### config.mk
export PLATFORM = sky130hd
export DESIGN_NAME = pcma_symbol_gen
export DESIGN_NICKNAME = d
export VERILOG_FILES = /design/src/rtl/pcma_symbol_gen.sv
export SDC_FILE = /design/constraint.sdc
export NUM_CORES = 1
export LEC_CHECK = 0
export BUFFER_PORTS_ARGS = -buffer_cell sky130_fd_sc_hd__buf_2
export CORE_AREA = 2 2 224 226
export CTS_CLUSTER_DIAMETER = 50
export DETAILED_ROUTE_END_ITERATION = 7
export DIE_AREA = 0 0 226 228
export MAX_ROUTING_LAYER = met4
export SLEW_MARGIN = 20
export SYNTH_ARGS = -nofsm -noshare
export SYNTH_HDL_FRONTEND = slang
export SYNTH_SLANG_ARGS = --single-unit
### constraint.sdc
create_clock -name clk -period 17.4 [get_ports clk]
set_input_delay 1.74 -clock clk [delete_from_list [all_inputs] [get_ports clk]]
set_output_delay 1.74 -clock clk [all_outputs]
set_load 0.005 [all_outputs]
### src/rtl/pcma_symbol_gen.sv
// FM4/FM8 baseband I/Q burst source with optional second carrier.
// Drives lock-detector paths via a valid/ready handshake.
module pcma_symbol_gen #(
  parameter int DATA_WIDTH = 10,
  parameter int LEN_WIDTH  = 16
) (
  input  logic                  clk,
  input  logic                  reset_n,
  input  logic [2:0]            mode_i,
  input  logic                  start_i,
  input  logic [LEN_WIDTH-1:0]  burst_len_i,
  input  logic [DATA_WIDTH-2:0] amp_i,
  input  logic [DATA_WIDTH-2:0] amp2_i,
  input  logic                  ready_i,
  output logic [DATA_WIDTH-1:0] I_data_o,
  output logic [DATA_WIDTH-1:0] Q_data_o,
  output logic                  data_val_o,
  output logic                  busy_o,
  output logic                  done_o
);

  localparam int AW = DATA_WIDTH - 1;
  localparam int PW = DATA_WIDTH + 16;

  localparam logic [1:0] ST_IDLE = 2'd0;
  localparam logic [1:0] ST_RUN  = 2'd1;
  localparam logic [1:0] ST_DONE = 2'd2;

  localparam logic [2:0] MODE_FM4 = 3'b001;
  localparam logic [2:0] MODE_FM8 = 3'b010;

  localparam logic [14:0] SEED1 = 15'h7FFF;
  localparam logic [14:0] SEED2 = 15'h1234;

  function automatic logic [14:0] lfsr_step(
    input logic [14:0] s
  );
    return {s[13:0], s[14] ^ s[13]};
  endfunction

  // sin[k] is cos[k-2], so one table serves both axes
  function automatic logic signed [15:0] cos_lut(
    input logic [2:0] k
  );
    logic signed [15:0] c;
    unique case (k)
      3'd0:    c = 16'sd32767;
      3'd1:    c = 16'sd23170;
      3'd2:    c = 16'sd0;
      3'd3:    c = -16'sd23170;
      3'd4:    c = -16'sd32767;
      3'd5:    c = -16'sd23170;
      3'd6:    c = 16'sd0;
      default: c = 16'sd23170;
    endcase
    return c;
  endfunction

  function automatic logic signed [DATA_WIDTH-1:0] scale(
    input logic [AW-1:0]     a,
    input logic signed [15:0] c
  );
    logic signed [PW-1:0] p;
    p = PW'($signed({1'b0, a})) * PW'(c);
    return DATA_WIDTH'(p >>> 15);
  endfunction

  function automatic logic [DATA_WIDTH-1:0] sat(
    input logic signed [DATA_WIDTH:0] v
  );
    logic [DATA_WIDTH-1:0] r;
    if (v[DATA_WIDTH] != v[DATA_WIDTH-1])
      r = v[DATA_WIDTH] ? {1'b1, {(DATA_WIDTH-1){1'b0}}}
                        : {1'b0, {(DATA_WIDTH-1){1'b1}}};
    else
      r = v[DATA_WIDTH-1:0];
    return r;
  endfunction

  logic [1:0]           state;
  logic [LEN_WIDTH-1:0] cnt;
  logic [14:0]          s1;
  logic [14:0]          s2;
  logic [2:0]           mode_q;
  logic [AW-1:0]        amp_q;
  logic [AW-1:0]        amp2_q;

  logic                 in_idle;
  logic [2:0]           mode_c;
  logic [AW-1:0]        amp_c;
  logic [AW-1:0]        amp2_c;
  logic                 fm8;
  logic [2:0]           k1;
  logic [2:0]           k2;
  logic signed [DATA_WIDTH-1:0] i1, q1, i2, q2;
  logic signed [DATA_WIDTH:0]   i_sum, q_sum;
  logic [DATA_WIDTH-1:0] i_sat, q_sat;
  logic                 mode_ok;
  logic                 accept;

  // In IDLE the first sample is built from live inputs, later from latched ones
  assign in_idle = (state == ST_IDLE);
  assign mode_c  = in_idle ? mode_i : mode_q;
  assign amp_c   = in_idle ? amp_i  : amp_q;
  assign amp2_c  = in_idle ? amp2_i : amp2_q;
  assign fm8     = (mode_c == MODE_FM8);

  assign k1 = fm8 ? s1[2:0] : {s1[1:0], 1'b1};
  assign k2 = fm8 ? s2[2:0] : {s2[1:0], 1'b1};

  assign i1 = scale(amp_c,  cos_lut(k1));
  assign q1 = scale(amp_c,  cos_lut(k1 - 3'd2));
  assign i2 = scale(amp2_c, cos_lut(k2));
  assign q2 = scale(amp2_c, cos_lut(k2 - 3'd2));

  assign i_sum = (DATA_WIDTH+1)'(i1) + (DATA_WIDTH+1)'(i2);
  assign q_sum = (DATA_WIDTH+1)'(q1) + (DATA_WIDTH+1)'(q2);
  assign i_sat = sat(i_sum);
  assign q_sat = sat(q_sum);

  assign mode_ok = (mode_i == MODE_FM4) || (mode_i == MODE_FM8);
  assign accept  = data_val_o && ready_i;
  assign busy_o  = (state == ST_RUN) || (state == ST_DONE);

  always_ff @(posedge clk) begin
    if (!reset_n) begin
      state      <= ST_IDLE;
      cnt        <= '0;
      s1         <= SEED1;
      s2         <= SEED2;
      mode_q     <= '0;
      amp_q      <= '0;
      amp2_q     <= '0;
      I_data_o   <= '0;
      Q_data_o   <= '0;
      data_val_o <= 1'b0;
      done_o     <= 1'b0;
    end else begin
      unique case (state)
        ST_IDLE: begin
          if (start_i && mode_ok) begin
            mode_q <= mode_i;
            amp_q  <= amp_i;
            amp2_q <= amp2_i;
            if (burst_len_i == '0) begin
              state  <= ST_DONE;
              done_o <= 1'b1;
            end else begin
              state      <= ST_RUN;
              cnt        <= burst_len_i;
              I_data_o   <= i_sat;
              Q_data_o   <= q_sat;
              data_val_o <= 1'b1;
              s1         <= lfsr_step(s1);
              s2         <= lfsr_step(s2);
            end
          end
        end
        ST_RUN: begin
          if (accept) begin
            if (cnt > LEN_WIDTH'(1)) begin
              cnt      <= cnt - LEN_WIDTH'(1);
              I_data_o <= i_sat;
              Q_data_o <= q_sat;
              s1       <= lfsr_step(s1);
              s2       <= lfsr_step(s2);
            end else begin
              cnt        <= '0;
              data_val_o <= 1'b0;
              done_o     <= 1'b1;
              state      <= ST_DONE;
            end
          end
        end
        ST_DONE: begin
          done_o <= 1'b0;
          state  <= ST_IDLE;
        end
        default: begin
          state <= ST_IDLE;
        end
      endcase
    end
  end

endmodule
==> results of run 1 <==
## cell usage after synthesis, drive strengths merged, types with 4 or more instances
| cell | instances | area [µm²] |
|---|---|---|
| a211oi | 7 | 57.6 |
| a21boi | 18 | 135 |
| a21o | 25 | 188 |
| a21oi | 77 | 385 |
| a221oi | 5 | 50.0 |
| a22oi | 8 | 60.1 |
| a31o | 4 | 35.0 |
| a31oi | 5 | 31.3 |
| and3 | 8 | 50.1 |
| buf | 11 | 52.6 |
| clkbuf | 34 | 128 |
| dfxtp | 91 | 1820 |
| fa | 410 | 8210 |
| ha | 226 | 2830 |
| inv | 634 | 2380 |
| maj3 | 18 | 180 |
| mux2 | 19 | 214 |
| mux2i | 37 | 383 |
| nand2 | 172 | 646 |
| nand2b | 21 | 131 |
| nand3 | 33 | 165 |
| nand3b | 4 | 30.0 |
| nand4 | 8 | 50.1 |
| nor2 | 159 | 607 |
| nor2b | 36 | 225 |
| nor3 | 20 | 105 |
| nor3b | 5 | 37.5 |
| nor4 | 6 | 37.5 |
| o211a | 7 | 70.1 |
| o211ai | 8 | 65.1 |
| o21a | 10 | 75.1 |
| o21ai | 67 | 339 |
| o21bai | 5 | 37.5 |
| o22ai | 4 | 25.0 |
| o31ai | 4 | 30.0 |
| or2 | 10 | 62.6 |
| or3 | 8 | 50.1 |
| xnor2 | 76 | 673 |
| xor2 | 28 | 260 |
## cell families (layout without fill, tap and decap cells)
logic type,Yosys count,after routing
and+or+nand+nor,504,504
DFF,91,91
other,0,1
xor gates and xnor gates,104,104
AOI/OAI and AO/OA,284,284
buffers and inverters,679,728
adders and majority gates,654,654
muxes,56,56
## layer usage
layer	track usage [%]	vias to the layer above	part of all wire (%)
li1	-	7395	-
met1	26.3	7516	47
met2	32.6	212	50
met3	1.97	30	2.7
met4	3.50	0	1.2
met5	-	-	0
## worst max-delay path, delay by kind of cell
kind | cells | cell delay (ns)
AOI/OAI and AO/OA | 10 | 1.95
xor gates and xnor gates | 1 | 0.26
adders and majority gates | 9 | 4.01
buffers and inverters | 5 | 0.30
muxes | 1 | 0.24
and+or+nand+nor | 9 | 2.46
## through the flow
step	setup WS [ns]	instance area (µm²)	hold WS, ns	instances
5_1_grt	5.92	22700	0.488	3093
2_1_floorplan	7.85	21300	0.438	2372
4_1_cts	6.76	22700	0.455	3093
6_report	6.74	22700	0.458	3094
3_5_place_dp	6.37	22400	0.454	3077
3_3_place_gp	6.63	22400	0.448	3077
## worst min-delay path by stage
stage                                 to  depth (start not counted)                  from  slack (ns)
finish                s2[9]$_SDFFE_PN1P_                          2    s2[8]$_SDFFE_PN0P_        0.46
global route          s2[9]$_SDFFE_PN1P_                          2    s2[8]$_SDFFE_PN0P_        0.49
CTS                   s2[9]$_SDFFE_PN1P_                          2    s2[8]$_SDFFE_PN0P_        0.45
detailed placement   s1[10]$_SDFFE_PN1P_                          2   s1[10]$_SDFFE_PN1P_        0.45
global placement      s1[8]$_SDFFE_PN1P_                          2    s1[7]$_SDFFE_PN1P_        0.45
floorplan           cnt[13]$_SDFFE_PN0P_                          2  cnt[13]$_SDFFE_PN0P_        0.44
## placed cells by master, fill, tap and decap left out, drive strengths merged, types with 5 or more instances in the layout
| master | instances |
|---|---|
| inv | 637 |
| fa | 410 |
| ha | 226 |
| nand2 | 172 |
| nor2 | 159 |
| dfxtp | 91 |
| buf | 78 |
| a21oi | 77 |
| xnor2 | 76 |
| o21ai | 67 |
| mux2i | 37 |
| nor2b | 36 |
| nand3 | 33 |
| xor2 | 28 |
| a21o | 25 |
| nand2b | 21 |
| nor3 | 20 |
| mux2 | 19 |
| maj3 | 18 |
| a21boi | 18 |
| o21a | 10 |
| or2 | 10 |
| clkbuf | 9 |
| nand4 | 8 |
| and3 | 8 |
| or3 | 8 |
| a22oi | 8 |
| o211ai | 8 |
| o211a | 7 |
| a211oi | 7 |
| nor4 | 6 |
| a31oi | 5 |
| nor3b | 5 |
| o21bai | 5 |
| a221oi | 5 |
## flip-flops by register name, summed over array words and instances (netlist names)
signal,cells
amp_q,9
s1,15
Q_data_o,10
s2,15
mode_q,3
amp2_q,9
done_o,1
I_data_o,10
cnt,16
state,2
data_val_o,1
## cell type report
type / instances / area (µm²) / share of cell area [%]
clock inverters: 7 / 78.8 / 0.347
multi-input cells: 1602 / 17000 / 74.6
repair buffers: 78 / 428 / 1.88
clock buffers: 9 / 225 / 0.990
flip-flops and latches: 91 / 1820 / 8.01
diodes: 1 / 2.50 / 0.0110
well taps: 672 / 841 / 3.70
inverters: 634 / 2380 / 10.5
==> summary.md, run 1 <==
| Metric | Value |
|---|---|
| CP Launch Point | `mode_i[0]` |
| Worst-path clk slew | `0.08 ns` |
| Period utilization | `61.3%` |
| Vias per cell | `4.90` |
| Setup CP Type | `in2reg` |
| Worst R2R Path Depth | `37` |
| DRT Wirelength | `45500 µm` |
| Total gr overflow | `0` |
| Die Wd | `226 µm` |
| Critical path's largest stage delay | `0.79 ns` |
| Mean area per synthesized cell | `8.99 µm²` |
| Initial antenna violation count | `0` |
| Worst R2R Start | `state[0]$_SDFFE_PN0P_` |
| CTS tree | `done` |
| Cell variety after synth | `80` |
| Setup violations, final | `0` |
| Post-Synth XOR/XNOR Area | `4.38%` |
| Die ar. | `between 0.05 and 0.06 mm²` |
| CP Launch Type | `input pin` |
| Largest net degree at the start of global routing | `92` |
| Post-route antenna net violation count | `0` |
| Setup crit end | `I_data_o[8]$_SDFFE_PN0P_` |
| Drt initial violations | `624` |
| Fin. Hold Viols | `0` |
| Fmax | `93.8 MHz` |
| Slowest stage cell, crit path | `nor2_1` |
| Mapped Area | `0.0213 mm²` |
| Sequential area share after synthesis | `8.54%` |
| Drt pass-1 iters | `5` |
| Clock buffer depth | `2` |
| CTS Buf Count | `9` |
| Crit path required time | `17.70 ns` |
| EDFF count, synth | `0` |
| Final net count | `3093` |
| Core Region | `0.0493 mm²` |
| Via Count | `about 15000` |
| Max Cap Viol | `0` |
| Synthesis-to-layout area growth | `6.62%` |
| Initial Util | `43.2%` |
| Gr usage total | `19.6%` |
| Setup TNS | `0 ns` |
| Syn Inst Count | `2372` |
| Setup repair after global routing missed its margin | `no` |
| Mux share of post-synthesis cell area | `2.80%` |
| Rows | `approximately 80` |
| Fillers | `4794` |
| CP arrival | `10.96 ns` |
| Synth async-reset ratio | `0%` |
| CTS Hold Bufs | `0` |
| Largest family of logic cells by synthesized area | `adder cells` |
| Wirelength per Cell | `14.7 µm` |
| Remaining DRCs | `0` |
| R2r endpoint | `I_data_o[8]$_SDFFE_PN0P_` |
| Least-Margin Pin Slew | `0.998 ns` |
| Adder-cell share of the synthesized area | `52.6%` |
| Sink Count | `approximately 90` |
| Ports | `64` |
| H-tree Lvls | `3` |
| First-pass GRT wire length | `79400 µm` |
| Util after Layout | `46.1%` |
| CP endpoint kind | `register` |
| Slew Viols, Final | `0` |
| Clock root buffer | `clkbuf_16` |
| Die height | `228 µm` |
| Crit-path max FO | `14` |
| Outcome | `finished clean` |
| # port buffers | `63` |
| Post-CTS resize count | `0` |
| Synth Area in Compound Gates | `8.76%` |
| Fin crit period | `about 11 ns` |
| Synth warnings | `0` |
| GP Congestion | `around 0.84` |
| R2R Setup Slk | `around 7 ns` |
| Simple-gate share of the synthesized area | `10.9%` |
| Post-Syn Nets | `around 3000` |
| Number of setup buffers added after CTS | `0` |
| Vias in the first global route | `16200` |
| Most used cell, CP | `fa_1` |
| Worst-skew pair later-pin latency | `0.39 ns` |
| DP HPWL | `39900 µm` |
| Layout Skew | `0.0149 ns` |
| Seq cells post-synth | `91` |
| Fraction of layout cells with a size suffix above 1 | `approximately 6%` |
| Slew headroom | `a little under a third` |
| Hold Path Class | `reg2reg` |
| Primary FF master, synth | `dfxtp_1` |
Power of run 1 is not shown: default switching activity piles up to over one toggle a cycle in this logic, so the estimate is an artifact.
==> run 2, diff against run 1 <==
Clock period 17.4 ns to 9.69 ns, I/O delays scaled along.
==> run 2 against run 1 <==
  * First-iteration DRC count up 17%
  * Critical path depth up 4
  * Final cell count up 0.84%
  * Wire length up 2.7%
  * Sequential share of layout area down 0.092 points
  * Design area up 1.2%
  * Utilization up 0.54 points
  * Global-route usage up 0.26 points
  * Clock-buffer cell count up 1
  * Register-to-register slack worse by 6.6 ns
==> summary.md, run 2 (synthesis gave the netlist of run 1 again) <==
| Metric | Value |
|---|---|
| Regs by FF count | `cnt: 16 flops, s1: 15 flops, s2: 15 flops` |
| First-pass GRT wire length | `80200 µm (+1.1%)` |
| Initial Util | `43.2% (unchanged)` |
| Least-Margin Pin Slew | `0.909 ns (-0.0895 ns)` |
| Rows | `82 (unchanged)` |
| Setup CP Type | `reg2reg` |
| Slew headroom | `39.4% (+7.9 points)` |
| DP HPWL | `40500 µm (+1.7%)` |
| Fmax | `109 MHz` |
| Fin. Hold Viols | `0 (unchanged)` |
| CTS tree | `done` |
| Remaining DRCs | `0 (unchanged)` |
| Layout Skew | `0.0123 ns (-0.00261 ns)` |
| Die Wd | `226 µm (unchanged)` |
| Drt pass-1 iters | `5 (unchanged)` |
| CP arrival | `9.47 ns (-1.49 ns)` |
| Commonest non-fill, non-tap cell in the layout | `inv_1` |
| Die ar. | `0.0515 mm² (unchanged)` |
| CP endpoint kind | `register` |
| Register Area | `0.00182 mm² (unchanged)` |
| Clock root buffer | `clkbuf_16` |
| Critical path's largest stage delay | `0.60 ns (-0.19 ns)` |
| Area of the multi-input gates | `0.0170 mm² (+0.42%)` |
| Outcome | `finished clean` |
| DRT Wirelength | `46700 µm (+2.7%)` |
| Place WS | `-0.132 ns (-6.51 ns)` |
| Initial antenna violation count | `0 (unchanged)` |
| Fin crit period | `9.17 ns` |
| Hold Path Class | `reg2reg` |
| Fillers | `4816 (+0.46%)` |
| Max Cap Viol | `0 (unchanged)` |
| Wirelength per Cell | `15.0 µm (+1.8%)` |
| Slew Viols, Final | `0 (unchanged)` |
| Core Region | `0.0493 mm² (unchanged)` |
| H-tree Lvls | `3 (unchanged)` |
| Worst-path clk slew | `0.08 ns (about the same)` |
| Hold WS | `0.458 ns (-0.000230 ns)` |
| Die height | `228 µm (unchanged)` |
| Clock buffer depth | `2 (unchanged)` |
| # port buffers | `63 (unchanged)` |
| Slowest stage cell, crit path | `fa_1` |
| Largest register FFs | `16 (unchanged)` |
| Crit path required time | `9.99 ns (-7.71 ns)` |
| Largest reg by FF count | `cnt` |
| Most frequent cells in the layout | `inv_1 (634), fa_1 (410), ha_1 (225)` |
| Period utilization | `a little over nine tenths` |
| Drt initial violations | `733 (+17%)` |
| Setup TNS | `0 ns (unchanged)` |
| CP Launch Type | `register` |
| Most used cell, CP | `inv_1` |
| CTS Hold Bufs | `0 (unchanged)` |
| Post-route antenna net violation count | `0 (unchanged)` |
| Fraction of layout cells with a size suffix above 1 | `7.68% (+1.7 points)` |
| Ports | `64 (unchanged)` |
| Vias in the first global route | `16500 (+1.8%)` |
| Largest net degree at the start of global routing | `92 (unchanged)` |
| Synthesis-to-layout area growth | `7.86%` |
| PnR worst setup slack | `0.522 ns (-6.22 ns)` |
| Final net count | `3119 (+0.84%)` |
| Worst-skew pair later-pin latency | `0.38 ns (about the same)` |
| CTS Buf Count | `9 (unchanged)` |
| Crit-path max FO | `8 (-6)` |
| Sink Count | `91 (unchanged)` |
| GP Congestion | `0.852 (+0.86%)` |
| Gr usage total | `19.9% (+0.26 points)` |
| Vias per cell | `4.89 (-0.22%)` |
| Via Count | `15200 (+0.61%)` |
| Setup violations, final | `0 (unchanged)` |
| Total gr overflow | `0 (unchanged)` |
run 2: worst paths after layout:
kind	from	endpoint	slack, ns	depth (start not counted)
setup / recovery	state[0]$_SDFFE_PN0P_	I_data_o[3]$_SDFFE_PN0P_	0.52	39
hold / removal	s2[10]$_SDFFE_PN0P_	s2[11]$_SDFFE_PN0P_	0.46	2
setup reg to reg	state[0]$_SDFFE_PN0P_	I_data_o[3]$_SDFFE_PN0P_	0.52	39
hold reg to reg	s2[10]$_SDFFE_PN0P_	s2[11]$_SDFFE_PN0P_	0.46	2
run 2: what timing repair did:
action | 4_1_cts | 5_1_grt
setup endpoints to repair | 0 | 20
setup buffers | 0 | 6
resized for setup | 0 | 20
run 2: critical path: cells and delay by family (launching register included):
family	cells	cell delay, ns
AOI/OAI and AO/OA	11	2.31
xor gates and xnor gates	2	0.25
adders and majority gates	9	3.74
buffers and inverters	9	0.90
DFF	1	0.38
muxes	1	0.21
and+or+nand+nor	7	1.26
run 2: metal layers:
layer / vias to the layer above / global-route usage, % / part of all wire [%]
met1: 7566 / 26.3 / 46
met4: 0 / 3.23 / 1.4
met3: 38 / 2.37 / 2.8
met2: 189 / 33.3 / 49
met5: - / - / 0
li1: 7453 / - / -
run 2: area by class of cell:
cell class | count | area share [%]
clock inverters | 6 | 0.315
multi-input cells | 1602 | 74.1
repair buffers | 104 | 2.71
diodes | 1 | 0.0109
clock buffers | 10 | 0.995
inverters | 634 | 10.3
flip-flops and latches | 91 | 7.92
well taps | 672 | 3.65
run 2: per-stage QoR:
step,instances,area (µm²),utilization [%]
2_1_floorplan,2372,21300,-
3_3_place_gp,3097,22600,45.8
3_5_place_dp,3097,22600,45.8
4_1_cts,3113,22900,46.4
5_1_grt,3119,23000,46.6
6_report,3120,23000,46.6
Power of run 2 is left out for the same reason.
==> run 3, diff against run 2 <==
Settings changed: PLACE_DENSITY set to 0.71.
==> run 3 against run 2 <==
  * Wire length decreased by 0.83%
  * Design area about the same
  * Sequential share of layout area about the same
  * Hold slack improved by 0.0085 ns
  * Clock-buffer cell count unchanged
  * Non-clock buffer count shrank 1
  * Global-route usage down 0.11 points
  * Fmax hardly changed
  * Final cell count about the same
  * Largest cell class unchanged
==> summary.md, run 3 (synthesis gave the netlist of run 1 again) <==
| Metric | Value |
|---|---|
| Outcome | `finished clean` |
| Clock root buffer | `clkbuf_16` |
| Largest reg by FF count | `cnt` |
| Max Cap Viol | `0 (unchanged)` |
| Fin. Hold Viols | `0 (unchanged)` |
| Fraction of layout cells with a size suffix above 1 | `7.65% (-0.038 points)` |
| Initial Util | `43.2% (unchanged)` |
| Vias in the first global route | `16700 (+1.5%)` |
| Vias per cell | `4.95 (+1.3%)` |
| Fin crit period | `9.17 ns (+0.00186 ns)` |
| PnR worst setup slack | `0.520 ns (-0.00186 ns)` |
| Worst R2R Path Depth | `37 (-5.1%)` |
| Hold WS | `0.466 ns (+0.00847 ns)` |
| CP Launch Type | `register` |
| CP arrival | `9.50 ns (+0.03 ns)` |
| Critical path's largest stage delay | `0.57 ns (-0.03 ns)` |
| H-tree Lvls | `3 (unchanged)` |
| R2R Setup Slk | `0.52 ns (about the same)` |
| Place WS | `-0.191 ns (-0.0591 ns)` |
| Hold Path Class | `reg2reg` |
| Die ar. | `0.0515 mm² (unchanged)` |
| Commonest non-fill, non-tap cell in the layout | `inv_1` |
| Via Count | `15400 (+1.2%)` |
| Most frequent cells in the layout | `inv_1 (634), fa_1 (409), ha_1 (225)` |
| Worst-skew pair later-pin latency | `0.39 ns (about the same)` |
| Least-Margin Pin Slew | `0.882 ns (-0.0270 ns)` |
| Slew Viols, Final | `0 (unchanged)` |
| Clock buffer depth | `2 (unchanged)` |
| Period utilization | `94.6% (about the same)` |
| Synthesis-to-layout area growth | `7.77% (about the same)` |
| Post-route antenna net violation count | `0 (unchanged)` |
| Ports | `64 (unchanged)` |
| CTS tree | `done` |
| Regs by FF count | `cnt: 16 flops, s1: 15 flops, s2: 15 flops` |
| # port buffers | `63 (unchanged)` |
| Util after Layout | `46.6% (about the same)` |
| Largest register FFs | `16 (unchanged)` |
| Gr usage total | `19.8% (-0.11 points)` |
| Total gr overflow | `0 (unchanged)` |
| Drt initial violations | `874 (+19%)` |
| Worst-path clk slew | `0.08 ns (about the same)` |
| CTS Buf Count | `9 (unchanged)` |
| Diode count | `0 (-1)` |
| Largest net degree at the start of global routing | `92 (unchanged)` |
| Wirelength per Cell | `14.9 µm (-0.77%)` |
| Setup CP Type | `reg2reg` |
| Sink Count | `91 (unchanged)` |
| DP HPWL | `39900 µm (-1.7%)` |
| Final net count | `3118 (-0.032%)` |
| Slew headroom | `40.6% (+1.2 points)` |
| Crit-path max FO | `13 (+5)` |
| Initial antenna violation count | `0 (unchanged)` |
| Setup TNS | `0 ns (unchanged)` |
| Most used cell, CP | `a21oi_1` |
| Drt pass-1 iters | `5 (unchanged)` |
| Hold Path Depth | `2 (unchanged)` |
| Die Wd | `226 µm (unchanged)` |
| CTS Hold Bufs | `0 (unchanged)` |
| Die height | `228 µm (unchanged)` |
| Core Region | `0.0493 mm² (unchanged)` |
| Layout Skew | `0.0131 ns (+0.000754 ns)` |
| Setup violations, final | `0 (unchanged)` |
| GP Congestion | `0.896 (+5.1%)` |
| Slowest stage cell, crit path | `fa_1` |
| Crit path required time | `10.02 ns (+0.03 ns)` |
| Setup repair after global routing missed its margin | `yes` |
| Remaining DRCs | `0 (unchanged)` |
| CP endpoint kind | `register` |
| Fillers | `4571 (-5.1%)` |
| DRT Wirelength | `46300 µm (-0.83%)` |
| Fmax | `109 MHz (about the same)` |
| First-pass GRT wire length | `80300 µm (+0.10%)` |
| Rows | `82 (unchanged)` |
==> run 3: cell type report <==
class | count | area (µm²) | area share [%]
Sequential cell | 91 | 1820 | 7.92
Timing Repair Buffer | 103 | 628 | 2.73
Inverter | 634 | 2380 | 10.4
Multi-Input combinational cell | 1602 | 17000 | 74.1
Clock inverter | 6 | 46.3 | 0.201
Clock buffer | 10 | 229 | 0.996
Tap cell | 672 | 841 | 3.66
==> run 3: metrics by stage <==
step,std cells,cell area [µm²]
after floorplan,2372,21300
after global placement,3095,22600
after detailed placement,3095,22600
after global routing,3118,23000
after CTS,3111,22800
final,3118,23000
==> run 3: timing repair <==
action                     in CTS  in global routing
setup endpoints to repair       0                 20
resized for setup               0                 21
setup buffers                   0                  7
==> run 3: path summary, 6_finish.rpt <==
path	startpoint	to
setup / recovery	state[0]$_SDFFE_PN0P_	Q_data_o[0]$_SDFFE_PN0P_
hold / removal	s2[6]$_SDFFE_PN0P_	s2[7]$_SDFFE_PN0P_
setup reg to reg	state[0]$_SDFFE_PN0P_	Q_data_o[0]$_SDFFE_PN0P_
hold reg to reg	s2[6]$_SDFFE_PN0P_	s2[7]$_SDFFE_PN0P_
==> run 3: worst max-delay path: cells and delay by family (launching register included) <==
| family | cells | cell delay [ns] |
|---|---|---|
| fa+ha+maj | 9 | 3.50 |
| buf+inv | 6 | 0.65 |
| flops | 1 | 0.38 |
| simple gates | 7 | 1.58 |
| xor+xnor | 2 | 0.32 |
| compound gates | 13 | 2.64 |
==> run 3: metal layers <==
layer	global-route usage, %	vias to the layer above	wire [µm]
li1	-	7468	-
met1	24.8	7595	20400
met2	32.8	304	22700
met3	3.01	66	1960
met4	6.27	0	1280
met5	-	-	0
Power of run 3 is left out for the same reason.
